==> src/rtl/conv_seq_pkg.sv <==
// Shared encodings for the convolution command sequencer: GPIO command codes,
// FSM states and kernel geometry.
package conv_seq_pkg;

    localparam logic [2:0] CMD_KERNEL    = 3'b000;
    localparam logic [2:0] CMD_LEN       = 3'b001;
    localparam logic [2:0] CMD_LOAD      = 3'b010;
    localparam logic [2:0] CMD_LOAD_LAST = 3'b100;
    localparam logic [2:0] CMD_READ      = 3'b011;

    localparam int KERNEL_ROWS = 3;

    typedef enum logic [1:0] {
        ST_IDLE = 2'd0,
        ST_LOAD = 2'd1,
        ST_RUN  = 2'd2,
        ST_READ = 2'd3
    } state_t;

endpackage

==> src/rtl/conv_seq_ctrl_edge_det.sv <==
// Rising-edge detector for the GPIO valid strobe; one-cycle pulse per 0->1 transition.
module gpio_edge_det (
    input  logic i_clock,
    input  logic i_reset,
    input  logic i_valid,
    output logic o_edge
);

    logic r_vld_d;

    always_ff @(posedge i_clock) begin
        if (i_reset) r_vld_d <= 1'b0;
        else         r_vld_d <= i_valid;
    end

    assign o_edge = i_valid & ~r_vld_d;

endmodule

==> src/rtl/conv_seq_ctrl.sv <==
// GPIO command sequencer for the 2D convolver: kernel/length load, column streaming,
// convolver start and result readout. Define SEQ_PROTO_ERR_EN for the sticky protocol-error flag.
module conv_seq_ctrl
    import conv_seq_pkg::*;
#(
    parameter int N       = 2,
    parameter int NB_PIX  = 8,
    parameter int NB_ADDR = 10,
    parameter int NB_OUT  = 13,
    localparam int MW     = $clog2(N + 2),
    localparam int SW     = (N > 1) ? $clog2(N) : 1
) (
    input  logic                i_clock,
    input  logic                i_reset,
    input  logic [23:0]         i_GPIOdata,
    input  logic [2:0]          i_GPIOctrl,
    input  logic                i_GPIOvalid,
    output logic [NB_OUT:0]     o_GPIOdata,
    output logic                o_led,
    output logic                o_kernel_we,
    output logic [1:0]          o_kernel_row,
    output logic [23:0]         o_kernel_data,
    output logic [N+1:0]        o_mem_we,
    output logic [NB_ADDR-1:0]  o_mem_addr,
    output logic [NB_PIX-1:0]   o_mem_data,
    output logic [NB_ADDR-1:0]  o_img_len,
    output logic [MW-1:0]       o_mem_base,
    output logic                o_conv_start,
    input  logic                i_conv_done,
    output logic [SW-1:0]       o_res_sel,
    output logic [NB_ADDR-1:0]  o_res_addr,
    input  logic [NB_OUT-1:0]   i_res_data
);

    state_t               r_state, w_next;
    logic                 w_edge, w_is_load, w_is_last;
    logic                 w_kernel_wr, w_load_wr, w_load_last, w_abort;
    logic                 w_done_run, w_read_step, w_read_end;
    logic [1:0]           r_k_idx;
    logic [MW-1:0]        r_wr_mem, w_wr_mem_inc;
    logic [NB_ADDR-1:0]   r_wr_addr, w_rd_last;
    logic                 r_start_pend, w_err;
    logic [N+1:0]         w_onehot;

    gpio_edge_det u_edge (
        .i_clock (i_clock),
        .i_reset (i_reset),
        .i_valid (i_GPIOvalid),
        .o_edge  (w_edge)
    );

    assign w_is_load    = (i_GPIOctrl == CMD_LOAD) || (i_GPIOctrl == CMD_LOAD_LAST);
    assign w_is_last    = (i_GPIOctrl == CMD_LOAD_LAST);
    assign w_rd_last    = o_img_len - NB_ADDR'(2);
    assign w_wr_mem_inc = (r_wr_mem == MW'(N + 1)) ? '0 : r_wr_mem + 1'b1;
    assign w_onehot     = (N + 2)'(1) << r_wr_mem;

    always_ff @(posedge i_clock) begin
        if (i_reset) r_state <= ST_IDLE;
        else         r_state <= w_next;
    end

    always_comb begin
        w_next      = r_state;
        w_kernel_wr = 1'b0;
        w_load_wr   = 1'b0;
        w_load_last = 1'b0;
        w_abort     = 1'b0;
        w_done_run  = 1'b0;
        w_read_step = 1'b0;
        w_read_end  = 1'b0;
        case (r_state)
            ST_IDLE, ST_LOAD: begin
                w_kernel_wr = w_edge && (i_GPIOctrl == CMD_KERNEL);
                if (w_edge && w_is_load) begin
                    w_load_wr   = 1'b1;
                    w_load_last = w_is_last;
                    w_next      = w_is_last ? ST_RUN : ST_LOAD;
                end
            end
            ST_RUN: begin
                if (i_conv_done) begin
                    w_done_run = 1'b1;
                    w_next     = ST_READ;
                end
            end
            ST_READ: begin
                // A load during readout abandons the remaining results
                if (w_edge && w_is_load) begin
                    w_abort     = 1'b1;
                    w_load_wr   = 1'b1;
                    w_load_last = w_is_last;
                    w_next      = w_is_last ? ST_RUN : ST_LOAD;
                end else if (w_edge && (i_GPIOctrl == CMD_READ)) begin
                    w_read_step = 1'b1;
                    w_read_end  = (o_res_sel == SW'(N - 1)) && (o_res_addr == w_rd_last);
                    if (w_read_end) w_next = ST_IDLE;
                end
            end
            default: w_next = ST_IDLE;
        endcase
    end

    always_ff @(posedge i_clock) begin
        if (i_reset) begin
            o_kernel_we   <= 1'b0;
            o_kernel_row  <= '0;
            o_kernel_data <= '0;
            r_k_idx       <= '0;
            o_img_len     <= '0;
            o_mem_we      <= '0;
            o_mem_addr    <= '0;
            o_mem_data    <= '0;
            r_wr_mem      <= '0;
            r_wr_addr     <= '0;
            r_start_pend  <= 1'b0;
            o_conv_start  <= 1'b0;
            o_mem_base    <= '0;
            o_led         <= 1'b0;
            o_res_sel     <= '0;
            o_res_addr    <= '0;
        end else begin
            o_kernel_we <= w_kernel_wr;
            if (w_kernel_wr) begin
                o_kernel_row  <= r_k_idx;
                o_kernel_data <= i_GPIOdata;
                r_k_idx       <= (r_k_idx == 2'(KERNEL_ROWS - 1)) ? 2'd0 : r_k_idx + 2'd1;
            end
            if (i_GPIOctrl == CMD_LEN) o_img_len <= i_GPIOdata[NB_ADDR-1:0];

            o_mem_we <= w_load_wr ? w_onehot : '0;
            if (w_load_wr) begin
                o_mem_addr <= r_wr_addr;
                o_mem_data <= i_GPIOdata[NB_PIX-1:0];
                if (r_wr_addr == o_img_len) begin
                    r_wr_addr <= '0;
                    r_wr_mem  <= w_wr_mem_inc;
                end else begin
                    r_wr_addr <= r_wr_addr + 1'b1;
                end
            end

            // Start follows the final write so the base reflects the advanced pointer
            r_start_pend <= w_load_last;
            o_conv_start <= r_start_pend;
            if (r_start_pend) o_mem_base <= r_wr_mem;

            if (w_done_run) begin
                o_led      <= 1'b1;
                o_res_sel  <= '0;
                o_res_addr <= '0;
            end else if (w_abort) begin
                o_led <= 1'b0;
            end else if (w_read_step) begin
                if (w_read_end) begin
                    o_led      <= 1'b0;
                    o_res_sel  <= '0;
                    o_res_addr <= '0;
                end else if (o_res_addr == w_rd_last) begin
                    o_res_addr <= '0;
                    o_res_sel  <= o_res_sel + 1'b1;
                end else begin
                    o_res_addr <= o_res_addr + 1'b1;
                end
            end
        end
    end

`ifdef SEQ_PROTO_ERR_EN
    logic          r_first, r_err, w_col_done, w_full, w_err_set;
    logic [MW:0]   r_batch_cnt, w_target;

    assign w_target   = r_first ? (MW + 1)'(N + 2) : (MW + 1)'(N);
    assign w_col_done = w_load_wr && (r_wr_addr == o_img_len);
    assign w_full     = (r_batch_cnt == w_target);
    assign w_err_set  = (w_load_wr && !w_load_last && w_full)
                     || (w_load_last && !(w_col_done && (r_batch_cnt == w_target - 1'b1)))
                     || (w_edge && (i_GPIOctrl == CMD_KERNEL) && (r_state == ST_READ))
                     || (w_edge && (r_state == ST_RUN))
                     || w_abort;

    always_ff @(posedge i_clock) begin
        if (i_reset) begin
            r_first     <= 1'b1;
            r_err       <= 1'b0;
            r_batch_cnt <= '0;
        end else begin
            if (w_err_set) r_err <= 1'b1;
            if (w_load_last) begin
                r_first     <= 1'b0;
                r_batch_cnt <= '0;
            end else if (w_col_done && !w_full) begin
                r_batch_cnt <= r_batch_cnt + 1'b1;
            end
        end
    end

    assign w_err = r_err;
`else
    assign w_err = 1'b0;
`endif

    assign o_GPIOdata = {w_err, (r_state == ST_READ) ? i_res_data : {NB_OUT{1'b0}}};

endmodule

==> config.mk <==
export PLATFORM = sky130hd
export DESIGN_NAME = conv_seq_ctrl
export DESIGN_NICKNAME = d
export VERILOG_FILES = /design/src/rtl/conv_seq_pkg.sv /design/src/rtl/conv_seq_ctrl_edge_det.sv /design/src/rtl/conv_seq_ctrl.sv
export SDC_FILE = /design/constraint.sdc
export NUM_CORES = 1
export LEC_CHECK = 0
export BUFFER_PORTS_ARGS = -buffer_cell sky130_fd_sc_hd__buf_2
export CAP_MARGIN = 20
export CORE_MARGIN = 3
export CORE_UTILIZATION = 45
export CTS_CLUSTER_SIZE = 20
export DETAILED_ROUTE_END_ITERATION = 10
export GPL_TIMING_DRIVEN = 0
export PLACE_DENSITY = 0.73
export SETUP_SLACK_MARGIN = 0.1
export SLEW_MARGIN = 30
export SYNTH_ARGS = -nofsm -noshare
export SYNTH_HDL_FRONTEND = slang
export SYNTH_SLANG_ARGS = --single-unit
==> constraint.sdc <==
create_clock -name i_clock -period 2.1 [get_ports i_clock]
set_clock_uncertainty 0.2 [all_clocks]
set_input_delay 0.315 -clock i_clock [delete_from_list [all_inputs] [get_ports i_clock]]
set_output_delay 0.315 -clock i_clock [all_outputs]
set_load 0.05 [all_outputs]
# Word-level counts from Yosys, hierarchy flattened
# Cells that the tools add are included.
[word_totals]
register_bits = 92
inputBits = 44
out_inout_bits = 88
elab_cells = 97
[classes]
addsub = 6
n_eq_ne = 15
n_shift = 1
muxes = 31
bitwise = 6
n_reduce_logical = 20
[ops]
columns = ["op", "n"]
rows = [
  ["$mux 10", 3],
  ["$add 10x1->10 const B", 2],
  ["$eq 10x10->1", 2],
  ["$mux 1", 18],
  ["$mux 2", 8],
  ["$mux 13", 1],
  ["$sub 10x2->10 const B", 1],
  ["$eq 2x2->1 const B", 4],
  ["$eq 3x2->1 const B", 2],
  ["$ne 3x3->1 const B", 2],
  ["$pmux 2 s3", 1],
  ["$reduce_and 2->1", 3],
  ["$reduce_bool 3->1", 2],
  ["$reduce_or 2->1", 3],
  ["$reduce_or 3->1", 2],
  ["$not 1->1", 5],
  ["$add 2x1->2 const B", 2],
  ["$logic_and 1x1->1", 4],
  ["$ne 2x2->1 const B", 2],
  ["$reduce_and 4->1", 1],
  ["$shl 1x2->4 const A", 1],
  ["$eq 3x1->1 const B", 1],
  ["$eq 3x3->1 const B", 1],
  ["$logic_not 3->1", 1],
  ["7 further kinds", 7],
]

# Depth between registers and ports, before layout
# Gate-level depths: netlist of run 1.
[logic_depth]
word_depth = 10
mapped_depth = 8
depth_no_buf = 8

# Cells and area by module
# From an unflattened synthesis of run 1, not the netlist that was laid out.
[unflattened]
hier_cells = 492
area_unflattened_um2 = 4043.9
[modules_own_cells]
columns = ["module", "n_inst", "cells_each", "area_per_inst_um2", "seq_area_each_um2"]
rows = [
  ["conv_seq_ctrl", 1, 489, 3996.3, 1821.7],
  ["gpio_edge_det", 1, 3, 47.5, 20.0],
]

# Worst setup path after synthesis of run 1
# OpenSTA, ideal clock, no wires.
[synth_path]
kind = "reg-to-reg"
startpoint = "register o_img_len[1]"
endpoint = "register o_res_sel"
setup_time_ns = 0.070
t_arrival_ns = 2.286
t_required_ns = 1.830
setup_slack_ns = -0.456
stages_incl_launch_ff = 9
n_path_buf = 0
synth_period_minus_slack_ns = 2.556
path_cell_list = "dfxtp_1 > inv_1 > ha_1 > xor2_1 > nand3_1 > nor4_4 > nand4_1 > or3_1 > a21oi_1"
[synth_via]
elab_chain_len = 8
word_cells_on_any_way = 9
cone_classes = "add/sub (1); eq/ne (1); mux (4); reduce/logical (3)"
[synth_rtl]
columns = ["item", "line_no", "text"]
rows = [
  ["from (decl)", "conv_seq_ctrl.sv:26", "output logic [NB_ADDR-1:0] o_img_len,"],
  ["from (signal assigned)", "conv_seq_ctrl.sv:129", "if (i_GPIOctrl == CMD_LEN) o_img_len <= i_GPIOdata[NB_ADDR-1:0];"],
  ["$sub 10x2->10 (*)", "conv_seq_ctrl.sv:54", "assign w_rd_last = o_img_len - NB_ADDR'(2);"],
  ["$eq 10x10->1 (*)", "conv_seq_ctrl.sv:96, conv_seq_ctrl.sv:159", ""],
  ["$logic_and 1x1->1", "conv_seq_ctrl.sv:96", "w_read_end = (o_res_sel == SW'(N - 1)) && (o_res_addr == w_rd_last);"],
  ["$mux 1", "conv_seq_ctrl.sv:94", "end else if (w_edge && (i_GPIOctrl == CMD_READ)) begin"],
  ["$mux 1", "conv_seq_ctrl.sv:89", "if (w_edge && w_is_load) begin"],
  ["$mux 1", "conv_seq_ctrl.sv:72", "case (r_state)"],
  ["$reduce_bool 2->1 (no line)", "-", ""],
  ["$reduce_and 3->1 (no line)", "-", ""],
  ["to (signal assigned)", "conv_seq_ctrl.sv:161", "o_res_sel <= o_res_sel + 1'b1;"],
  ["to (decl)", "conv_seq_ctrl.sv:30", "output logic [SW-1:0] o_res_sel,"],
]
# Every way passes the cells marked *; elsewhere a longest branch is shown, timed or not.
# A chain may end at the register's enable or synchronous reset.

# Worst setup path in the final report of run 1
# Ends and elaborated chain as after synthesis.

==> impl_metrics.ini, run 1 <==
[global_route]
antenna_found_initial = 0
grt_pass1_wl_microns = 18600
grt_max_degree = 18
gr-total-overflow = 0
grt_pass1_vias = 3889
grt_use_total = 0.232

[critical_path]
worst-path-buf-inv = 1
arrival_ps = 2280
crit_path_start_kind = flip-flop
reg2reg_depth = 8
worst_setup_path_end_kind = flip-flop
crit_chain = inv_4 -> ha_4 -> xor2_1 -> nand3_1 -> nor4_4 -> nand4_1 -> or3_1 -> a21oi_1
critPathCapture = o_res_sel$_SDFFE_PP0P_
crit_family = simple AND/OR/NAND/NOR gates
rr_endpoint = o_res_sel$_SDFFE_PP0P_
crit_cells = 8
critPathMaxStageDelay_ps = 400
rr_startpoint = o_img_len[1]$_SDFFE_PP0N_
crit_start = o_img_len[1]$_SDFFE_PP0N_
cp_slowest_cell = dfxtp_4
cp.required_ps = 2190
crit_fanout = 4
crit_type = reg -> reg
ff2ff_setup_slack_ps = -90

[power]
power.density_nw_per_um2 = 637
ir_drop_uv = 479
p_leak_nw = 2.47

[routing]
first_iter_violations = 173
ant_nets = 0
vias_per_cell = 5.23
drt_pass1_iterations = 5
drc = 0
drt_wl_total_microns = 11900
post_drt_wl_per_cell_microns = 15.6
via_count = 3990

[cts]
cts.sinks = 92
cts.clk_slew.worst_paths_ps = 90
clk_latency_ps = 360
clock-root-buffer = clkbuf_8
cts_buffers = 9
cts_htree_levels = 3
cts_buffer_depth = 2
cts_tree = yes

[synthesis]
synthArstFlopShare = 0
synth_seq_area_share = 0.463
netlist_area_sq_um = 3980
synth_warnings = 0
syn-num-nets = 526
synth_cell_types = 41
synth_edf_count = 0
syn_inst = 478
avgSynthCellArea_sq_um = 8.32
ys.flop_type = dfxtp_1
synth-seq-cells = 92

[outcome]
violations = setup timing
outcome = finished with violations

[timing]
maxSlewViolCount = 0
fin_ws_ps = -90.9
worst_slew_margin_rel = 0.554
tightestPinTransition_ps = 668
setup_viol = 13
finalHoldViolations = 0
setup_tns_ps = -659
period_share = 1.04
rsz0062_at_grt = yes
min_period_ps = 2190
max_freq_mhz = 456

[layout]
layout_commonest_cell = buf_2
drive_gt1_frac = 0.334
nets = 701
fin_area_sq_um = 5520
final_cell_mix = buf_2, nand2_1, dfxtp_1
area_growth_syn_to_layout_pct = 38.7
n_antenna_cell = 0

[place]
hpwlAfterDp_microns = 8100
place_congestion = 0.844
placed_cell_area_sq_um = 4800
portBuffers = 129

[die]
io_pins = 132
die_h_microns = 100
die-area_sq_um = 10000
fp.coreArea_sq_um = 8380
die_x_microns = 100
start_util = 0.474
rows = 33

[job]
max_cap_viol_count = 0

[hold_path]
min_path_type = in -> reg
worst min path at each step:
stage | startpoint | end | slack [ps] | depth (start not counted)
after floorplan | i_GPIOvalid | u_edge.r_vld_d$_SDFF_PP0_ | 240 | 1
after global placement | o_kernel_data[18]$_SDFFE_PP0P_ | o_kernel_data[18]$_SDFFE_PP0P_ | 240 | 2
after detailed placement | o_kernel_data[10]$_SDFFE_PP0P_ | o_kernel_data[10]$_SDFFE_PP0P_ | 240 | 2
after CTS | i_GPIOdata[9] | o_kernel_data[9]$_SDFFE_PP0P_ | 4 | 3
after global routing | i_GPIOdata[9] | o_kernel_data[9]$_SDFFE_PP0P_ | 20 | 3
final | i_GPIOdata[9] | o_kernel_data[9]$_SDFFE_PP0P_ | 10 | 3
layout make-up:
cell class	count	area (sq um)
sequential	92	1870
clock inverter	6	53.8
tap	105	131
multi-input combinational	354	2150
inverter	6	27.5
buffer	26	149
clock buffer	10	138
timing repair buffer	164	990
fill	676	2870
Yosys cell counts (all sizes together) (3+ instances only):
cell,n,area (sq um)
a21oi,52,260
inv,6,22.5
clkbuf,18,67.6
nor4,7,73.8
nand3,10,50.1
ha,4,50.1
buf,9,50.0
xnor2,21,184
nand4,7,43.8
and3,15,93.8
nor2,53,199
nor3,7,40.0
nand2,109,409
xor2,22,193
nor3b,3,22.5
dfxtp,92,1840
mux2i,13,130
nor2b,4,25.0
worst reg2reg max path, cell delays in order (launching register included):
cell	delay, ps
dfxtp_4	400
inv_4	50
ha_4	260
xor2_1	140
nand3_1	130
nor4_4	250
nand4_1	190
or3_1	370
a21oi_1	130
power breakdown:
part | switching [W] | total, W | internal, W
clock | 0.000677 | 0.00116 | 0.000487
combinational | 0.000322 | 0.000543 | 0.000221
sequential | 0.0000369 | 0.00181 | 0.00177
total | 0.00104 | 0.00352 | 0.00248
per-layer routing:
| layer | vias to the layer above | share of wire | GRT usage |
|---|---|---|---|
| li1 | 1939 | - | - |
| met2 | 164 | 0.50 | 0.408 |
| met5 | - | 0 | 0 |
| met3 | 18 | 0.079 | 0.0493 |
| met4 | 0 | 0.013 | 0.0870 |
| met1 | 1869 | 0.41 | 0.278 |
logic make-up (layout without fill, tap and decap cells):
kind of cell / Yosys count / count (layout) / synth area share
xor gates and xnor gates: 43 / 43 / 0.0947
buffers and inverters: 33 / 212 / 0.0352
muxes: 14 / 14 / 0.0365
and+or+nand+nor: 228 / 228 / 0.267
DFF: 92 / 92 / 0.463
AOI/OAI and AO/OA: 63 / 64 / 0.0903
adders and majority gates: 4 / 4 / 0.0126
other: 1 / 1 / 0.000943
registers in the layout (all words and copies together), names as in the netlist, 4 cells and up:
name	flops
o_kernel_data	24
r_wr_addr	10
o_res_addr	10
o_mem_addr	10
o_mem_data	8
o_mem_we	4
o_img_len	10
what timing repair did:
action | CTS | global route
setup endpoints to repair | 62 | 81
hold endpoints to repair | 15 | 0
buffers inserted | 14 | 6
gates resized for setup | 28 | 37
gates cloned | 1 | 0
pin swaps | 18 | 14
hold buffers | 15 | 0
stage by stage:
stage | worst slack [ps] | utilization | cells | hold WS (ps) | total power (W)
after floorplan | -61.7 | - | 478 | 243 | 0.00213
after global placement | -121 | 0.572 | 712 | 239 | 0.00226
after detailed placement | -178 | 0.572 | 712 | 244 | 0.00227
after CTS | -26.6 | 0.639 | 758 | 4.33 | 0.00348
after global routing | -181 | 0.658 | 763 | 17.4 | 0.00364
final | -90.9 | 0.658 | 763 | 9.65 | 0.00352
(Power assumes the default switching activity.)
==> inputs of run 2 (changes only) <==
--- a/config.mk
+++ b/config.mk
@@ -12,6 +12,7 @@
 export CTS_CLUSTER_SIZE = 20
 export DETAILED_ROUTE_END_ITERATION = 10
 export GPL_TIMING_DRIVEN = 0
+export HOLD_SLACK_MARGIN = 0.06
 export PLACE_DENSITY = 0.73
 export SETUP_SLACK_MARGIN = 0.1
 export SLEW_MARGIN = 30
==> impl_metrics.ini, run 2 (same netlist as run 1, synthesis figures left out) <==
[critical_path]
crit_path_start_kind = flip-flop
worst_setup_path_end_kind = flip-flop
ff2ff_setup_slack_ps = -90
arrival_ps = 2290
cp.required_ps = 2190
reg2reg_depth = 7
crit_fanout = 7
crit_type = reg -> reg

[routing]
post_drt_wl_per_cell_microns = 15.6
first_iter_violations = 170
drc = 0
vias_per_cell = 5.19
drt_pass1_iterations = 5
drt_wl_total_microns = 12100
via_count = 4009
ant_nets = 0

[layout]
final_cells = 773
nets = 711
layout_commonest_cell = buf_2
regMostFlops = o_kernel_data
final_cell_mix = buf_2, nand2_1, dfxtp_1
largest_reg_flops = 24
n_antenna_cell = 0
drive_gt1_frac = 0.329
num-fill-cells = 660
area_growth_syn_to_layout_pct = 41.2
fin_area_sq_um = 5620

[power]
clock_power_share = 0.330
p_total_w = 0.00353
intPower_w = 0.00249
p_sw_frac = 0.295
p_sw_w = 0.00104
ir_drop_uv = 480
power.density_nw_per_um2 = 629
p_leak_nw = 2.52
seq_power_share = 0.512
power_frac_comb = 0.158

[die]
fp.coreArea_sq_um = 8380
die_x_microns = 100
rows = 33
start_util = 0.474
io_pins = 132
die-area_sq_um = 10000
die_h_microns = 100

[global_route]
grt_pass1_vias = 3942
gr-total-overflow = 0
antenna_found_initial = 0
grt_pass1_wl_microns = 18800
grt_use_total = 0.234
grt_max_degree = 18

[outcome]
violations = setup timing
outcome = finished with violations

[place]
portBuffers = 129
hpwlAfterDp_microns = 8100
place_congestion = 0.844
place_ws_ps = -178
dp.cells = 712
placed_cell_area_sq_um = 4800

[timing]
rsz0062_at_grt = yes
fin_ws_ps = -93.4
period_share = 1.04
finalHoldViolations = 0
tightestPinTransition_ps = 671
setup_tns_ps = -681
maxSlewViolCount = 0
min_period_ps = 2190
worst_slew_margin_rel = 0.552
setup_viol = 13
max_freq_mhz = 456

[hold_path]
hold_depth = 3
min_path_type = in -> reg

[cts]
clk_latency_ps = 360
cts_buffers = 9
cts_buffer_depth = 2
clock-root-buffer = clkbuf_8
cts.sinks = 92
cts_tree = yes
cts_htree_levels = 3
cts.clk_slew.worst_paths_ps = 100

[job]
max_cap_viol_count = 0
## run 2: final cells by class
type | count | area [sq um] | share of cell area
buffer | 26 | 149 | 0.0265
timing repair buffer | 174 | 1090 | 0.194
clock buffer | 10 | 138 | 0.0245
clock inverter | 6 | 53.8 | 0.00958
multi-input combinational | 354 | 2150 | 0.384
sequential | 92 | 1870 | 0.333
tap | 105 | 131 | 0.0234
inverter | 6 | 27.5 | 0.00490
## run 2: stage by stage
| stage | utilization | hold slack, ps |
|---|---|---|
| 2_1_floorplan | - | 243 |
| 3_3_place_gp | 0.572 | 239 |
| 3_5_place_dp | 0.572 | 244 |
| 4_1_cts | 0.651 | 75.2 |
| 5_1_grt | 0.670 | 131 |
| 6_report | 0.670 | 110 |
## run 2: path summary, 6_finish.rpt
kind,start,end
setup / recovery,o_img_len[3]$_SDFFE_PP0N_,o_res_sel$_SDFFE_PP0P_
hold reg to reg,o_kernel_data[10]$_SDFFE_PP0P_,o_kernel_data[10]$_SDFFE_PP0P_
setup reg to reg,o_img_len[3]$_SDFFE_PP0N_,o_res_sel$_SDFFE_PP0P_
hold / removal,i_GPIOctrl[2],r_state[1]$_SDFFE_PP0P_
## run 2: timing repair
item	in CTS	in global routing
gates cloned	1	0
endpoints found under the hold margin	41	0
endpoints found under the setup margin	62	81
pin swaps	18	14
hold buffers	25	0
setup buffers	14	6
resized for setup	28	37
## run 2: worst max-delay path, stage by stage (launching register included)
cell and delay (ps):
dfxtp_4 360, buf_12 140, or4_4 500, nor2_4 120, xnor2_2 130, nand4_1 170, or3_1 370, a21oi_1 130
## run 2: layer usage
layer	global-route usage	routed length, microns	vias up
met4	0.0870	177	0
met3	0.0473	874	22
li1	-	-	1958
met2	0.416	6080	155
met5	0	0	-
met1	0.278	4920	1874
## run 2: power by group through the flow
stage	clock network [W]	logic (W)	registers (W)
2_1_floorplan	0	0.000217	0.00192
3_3_place_gp	0	0.000413	0.00185
3_5_place_dp	0	0.000422	0.00185
4_1_cts	0.00118	0.000509	0.00180
5_1_grt	0.00125	0.000597	0.00181
6_report	0.00117	0.000558	0.00181
==> inputs of run 3 (changes only) <==
--- a/config.mk
+++ b/config.mk
@@ -8,12 +8,13 @@
 export BUFFER_PORTS_ARGS = -buffer_cell sky130_fd_sc_hd__buf_2
 export CAP_MARGIN = 20
 export CORE_MARGIN = 3
-export CORE_UTILIZATION = 45
+export CORE_UTILIZATION = 47
+export CTS_BUF_LIST = sky130_fd_sc_hd__clkbuf_4 sky130_fd_sc_hd__clkbuf_8
 export CTS_CLUSTER_SIZE = 20
 export DETAILED_ROUTE_END_ITERATION = 10
 export GPL_TIMING_DRIVEN = 0
 export HOLD_SLACK_MARGIN = 0.06
-export PLACE_DENSITY = 0.73
+export PLACE_DENSITY = 0.76
 export SETUP_SLACK_MARGIN = 0.1
 export SLEW_MARGIN = 30
 export SYNTH_ARGS = -nofsm -noshare
==> impl_metrics.ini, run 3 (same netlist as run 1, synthesis figures left out) <==
[timing]
max_freq_mhz = 456
setup_viol = 13
maxSlewViolCount = 0
period_share = 1.04
worst_slew_margin_rel = 0.547
finalHoldViolations = 0
rsz0062_at_grt = yes
tightestPinTransition_ps = 679
fin_ws_ps = -92.9
min_period_ps = 2190

[place]
dp.cells = 709
place_congestion = 0.819
place_ws_ps = -174
hpwlAfterDp_microns = 7740
placed_cell_area_sq_um = 4790
portBuffers = 129

[die]
rows = 32
die_x_microns = 98.0
fp.coreArea_sq_um = 7970
start_util = 0.499
die-area_sq_um = 9600
die_h_microns = 98.0
io_pins = 132

[critical_path]
crit_path_start_kind = flip-flop
ff2ff_setup_slack_ps = -90
crit_type = reg -> reg
arrival_ps = 2290
crit_fanout = 6
worst_setup_path_end_kind = flip-flop
rr_startpoint = o_img_len[3]$_SDFFE_PP0N_
rr_endpoint = o_res_sel$_SDFFE_PP0P_
reg2reg_depth = 7
cp.required_ps = 2190

[routing]
drt_wl_total_microns = 11400
wl_met3_microns = 604
wl_met1_microns = 4750
ant_nets = 0
first_iter_violations = 191
wl_met2_microns = 5790
top_layer = met4
drc = 0
drt_pass1_iterations = 4
via_count = 3931
vias_per_cell = 5.15
post_drt_wl_per_cell_microns = 14.9

[layout]
seqCellArea_sq_um = 1870
nets = 704
area_growth_syn_to_layout_pct = 38.7
fin_area_sq_um = 5520
regMostFlops = o_kernel_data
multiInputGateArea_sq_um = 2120
n_antenna_cell = 0
largest_reg_flops = 24
final_cell_mix = buf_2, nand2_1, dfxtp_1
num-fill-cells = 643
final_cells = 763
drive_gt1_frac = 0.319
layout_commonest_cell = buf_2

[global_route]
antenna_found_initial = 0
grt_pass1_vias = 3846
grt_max_degree = 17
grt_pass1_wl_microns = 18400
grt_use_total = 0.233
gr-total-overflow = 0

[power]
clock_power_share = 0.347
seq_power_share = 0.506
ir_drop_uv = 374
intPower_w = 0.00256
p_total_w = 0.00357
power.density_nw_per_um2 = 648
power_frac_comb = 0.147
p_sw_w = 0.00101
p_leak_nw = 2.47
p_sw_frac = 0.284

[cts]
clk_latency_ps = 360
cts_tree = yes
cts.clk_slew.worst_paths_ps = 90
cts_htree_levels = 3
cts_buffers = 9
clock-root-buffer = clkbuf_8
cts.sinks = 92
cts_buffer_depth = 2

[hold_path]
hold_depth = 3
worstHoldEndpoint = r_state[1]$_SDFFE_PP0P_
min-delay-start = i_GPIOctrl[2]
min_path_type = in -> reg

[outcome]
outcome = finished with violations
violations = setup timing

[job]
max_cap_viol_count = 0
-- run 3: cell types whose count changed in the layout (fill, tap and decap cells not counted), sizes merged --
| cell | previous run | this run |
|---|---|---|
| bufinv | 0 | 1 |
| inv | 10 | 8 |
| clkinv | 1 | 2 |
| clkbuf | 25 | 27 |
| buf | 160 | 151 |
-- run 3: power groups by stage --
stage | Combinational, W | Sequential (W) | Clock, W
floorplan | 0.000217 | 0.00192 | 0
global placement | 0.000413 | 0.00185 | 0
detailed placement | 0.000423 | 0.00185 | 0
CTS | 0.000494 | 0.00180 | 0.00125
global route | 0.000562 | 0.00181 | 0.00132
finish | 0.000524 | 0.00181 | 0.00124
-- run 3: repair_timing --
action / 4_1_cts / 5_1_grt
hold endpoints to repair: 40 / 0
gates cloned: 1 / 0
setup endpoints to repair: 54 / 81
pin swaps: 14 / 13
setup buffers: 12 / 1
gates resized for setup: 24 / 27
hold buffers: 25 / 0
-- run 3: final cells by class --
type                       count  area share
multi-input combinational    354       0.385
sequential                    92       0.339
timing repair buffer         167       0.186
buffer                        26      0.0247
clock buffer                  10      0.0238
tap                          102      0.0231
clock inverter                 6      0.0129
inverter                       6     0.00499
-- run 3: how the worst max path moves through the flow --
stage,cells after the start,startpoint,endpoint
3_3_place_gp,7,i_GPIOctrl[2],o_res_addr[9]$_SDFFE_PP0P_
6_report,7,o_img_len[3]$_SDFFE_PP0N_,o_res_sel$_SDFFE_PP0P_
2_1_floorplan,8,o_img_len[1]$_SDFFE_PP0N_,o_res_sel$_SDFFE_PP0P_
4_1_cts,8,o_img_len[2]$_SDFFE_PP0N_,o_res_sel$_SDFFE_PP0P_
5_1_grt,7,o_img_len[3]$_SDFFE_PP0N_,o_res_sel$_SDFFE_PP0P_
3_5_place_dp,8,o_img_len[1]$_SDFFE_PP0N_,o_res_addr[2]$_SDFFE_PP0P_
-- run 3: worst max-delay path: stages (launching register included) --
cell and delay [ps]:
dfxtp_4 360, buf_8 140, or4_4 490, nor2_4 110
xnor2_2 120, nand4_1 190, or3_1 400, a21oi_1 120
-- run 3: stage by stage --
step | setup TNS, ps | utilization | hold slack (ps)
final | -702 | 0.692 | 124
after floorplan | -295 | - | 243
after global routing | -2050 | 0.692 | 127
after detailed placement | -2420 | 0.601 | 245
after global placement | -1410 | 0.601 | 239
after CTS | -75.7 | 0.681 | 88.6
-- run 3: layer usage --
metal  vias up  track usage
li1       1941            -
met1      1857        0.284
met2       115        0.406
met3        18       0.0450
met4         0       0.0863
met5         -            0
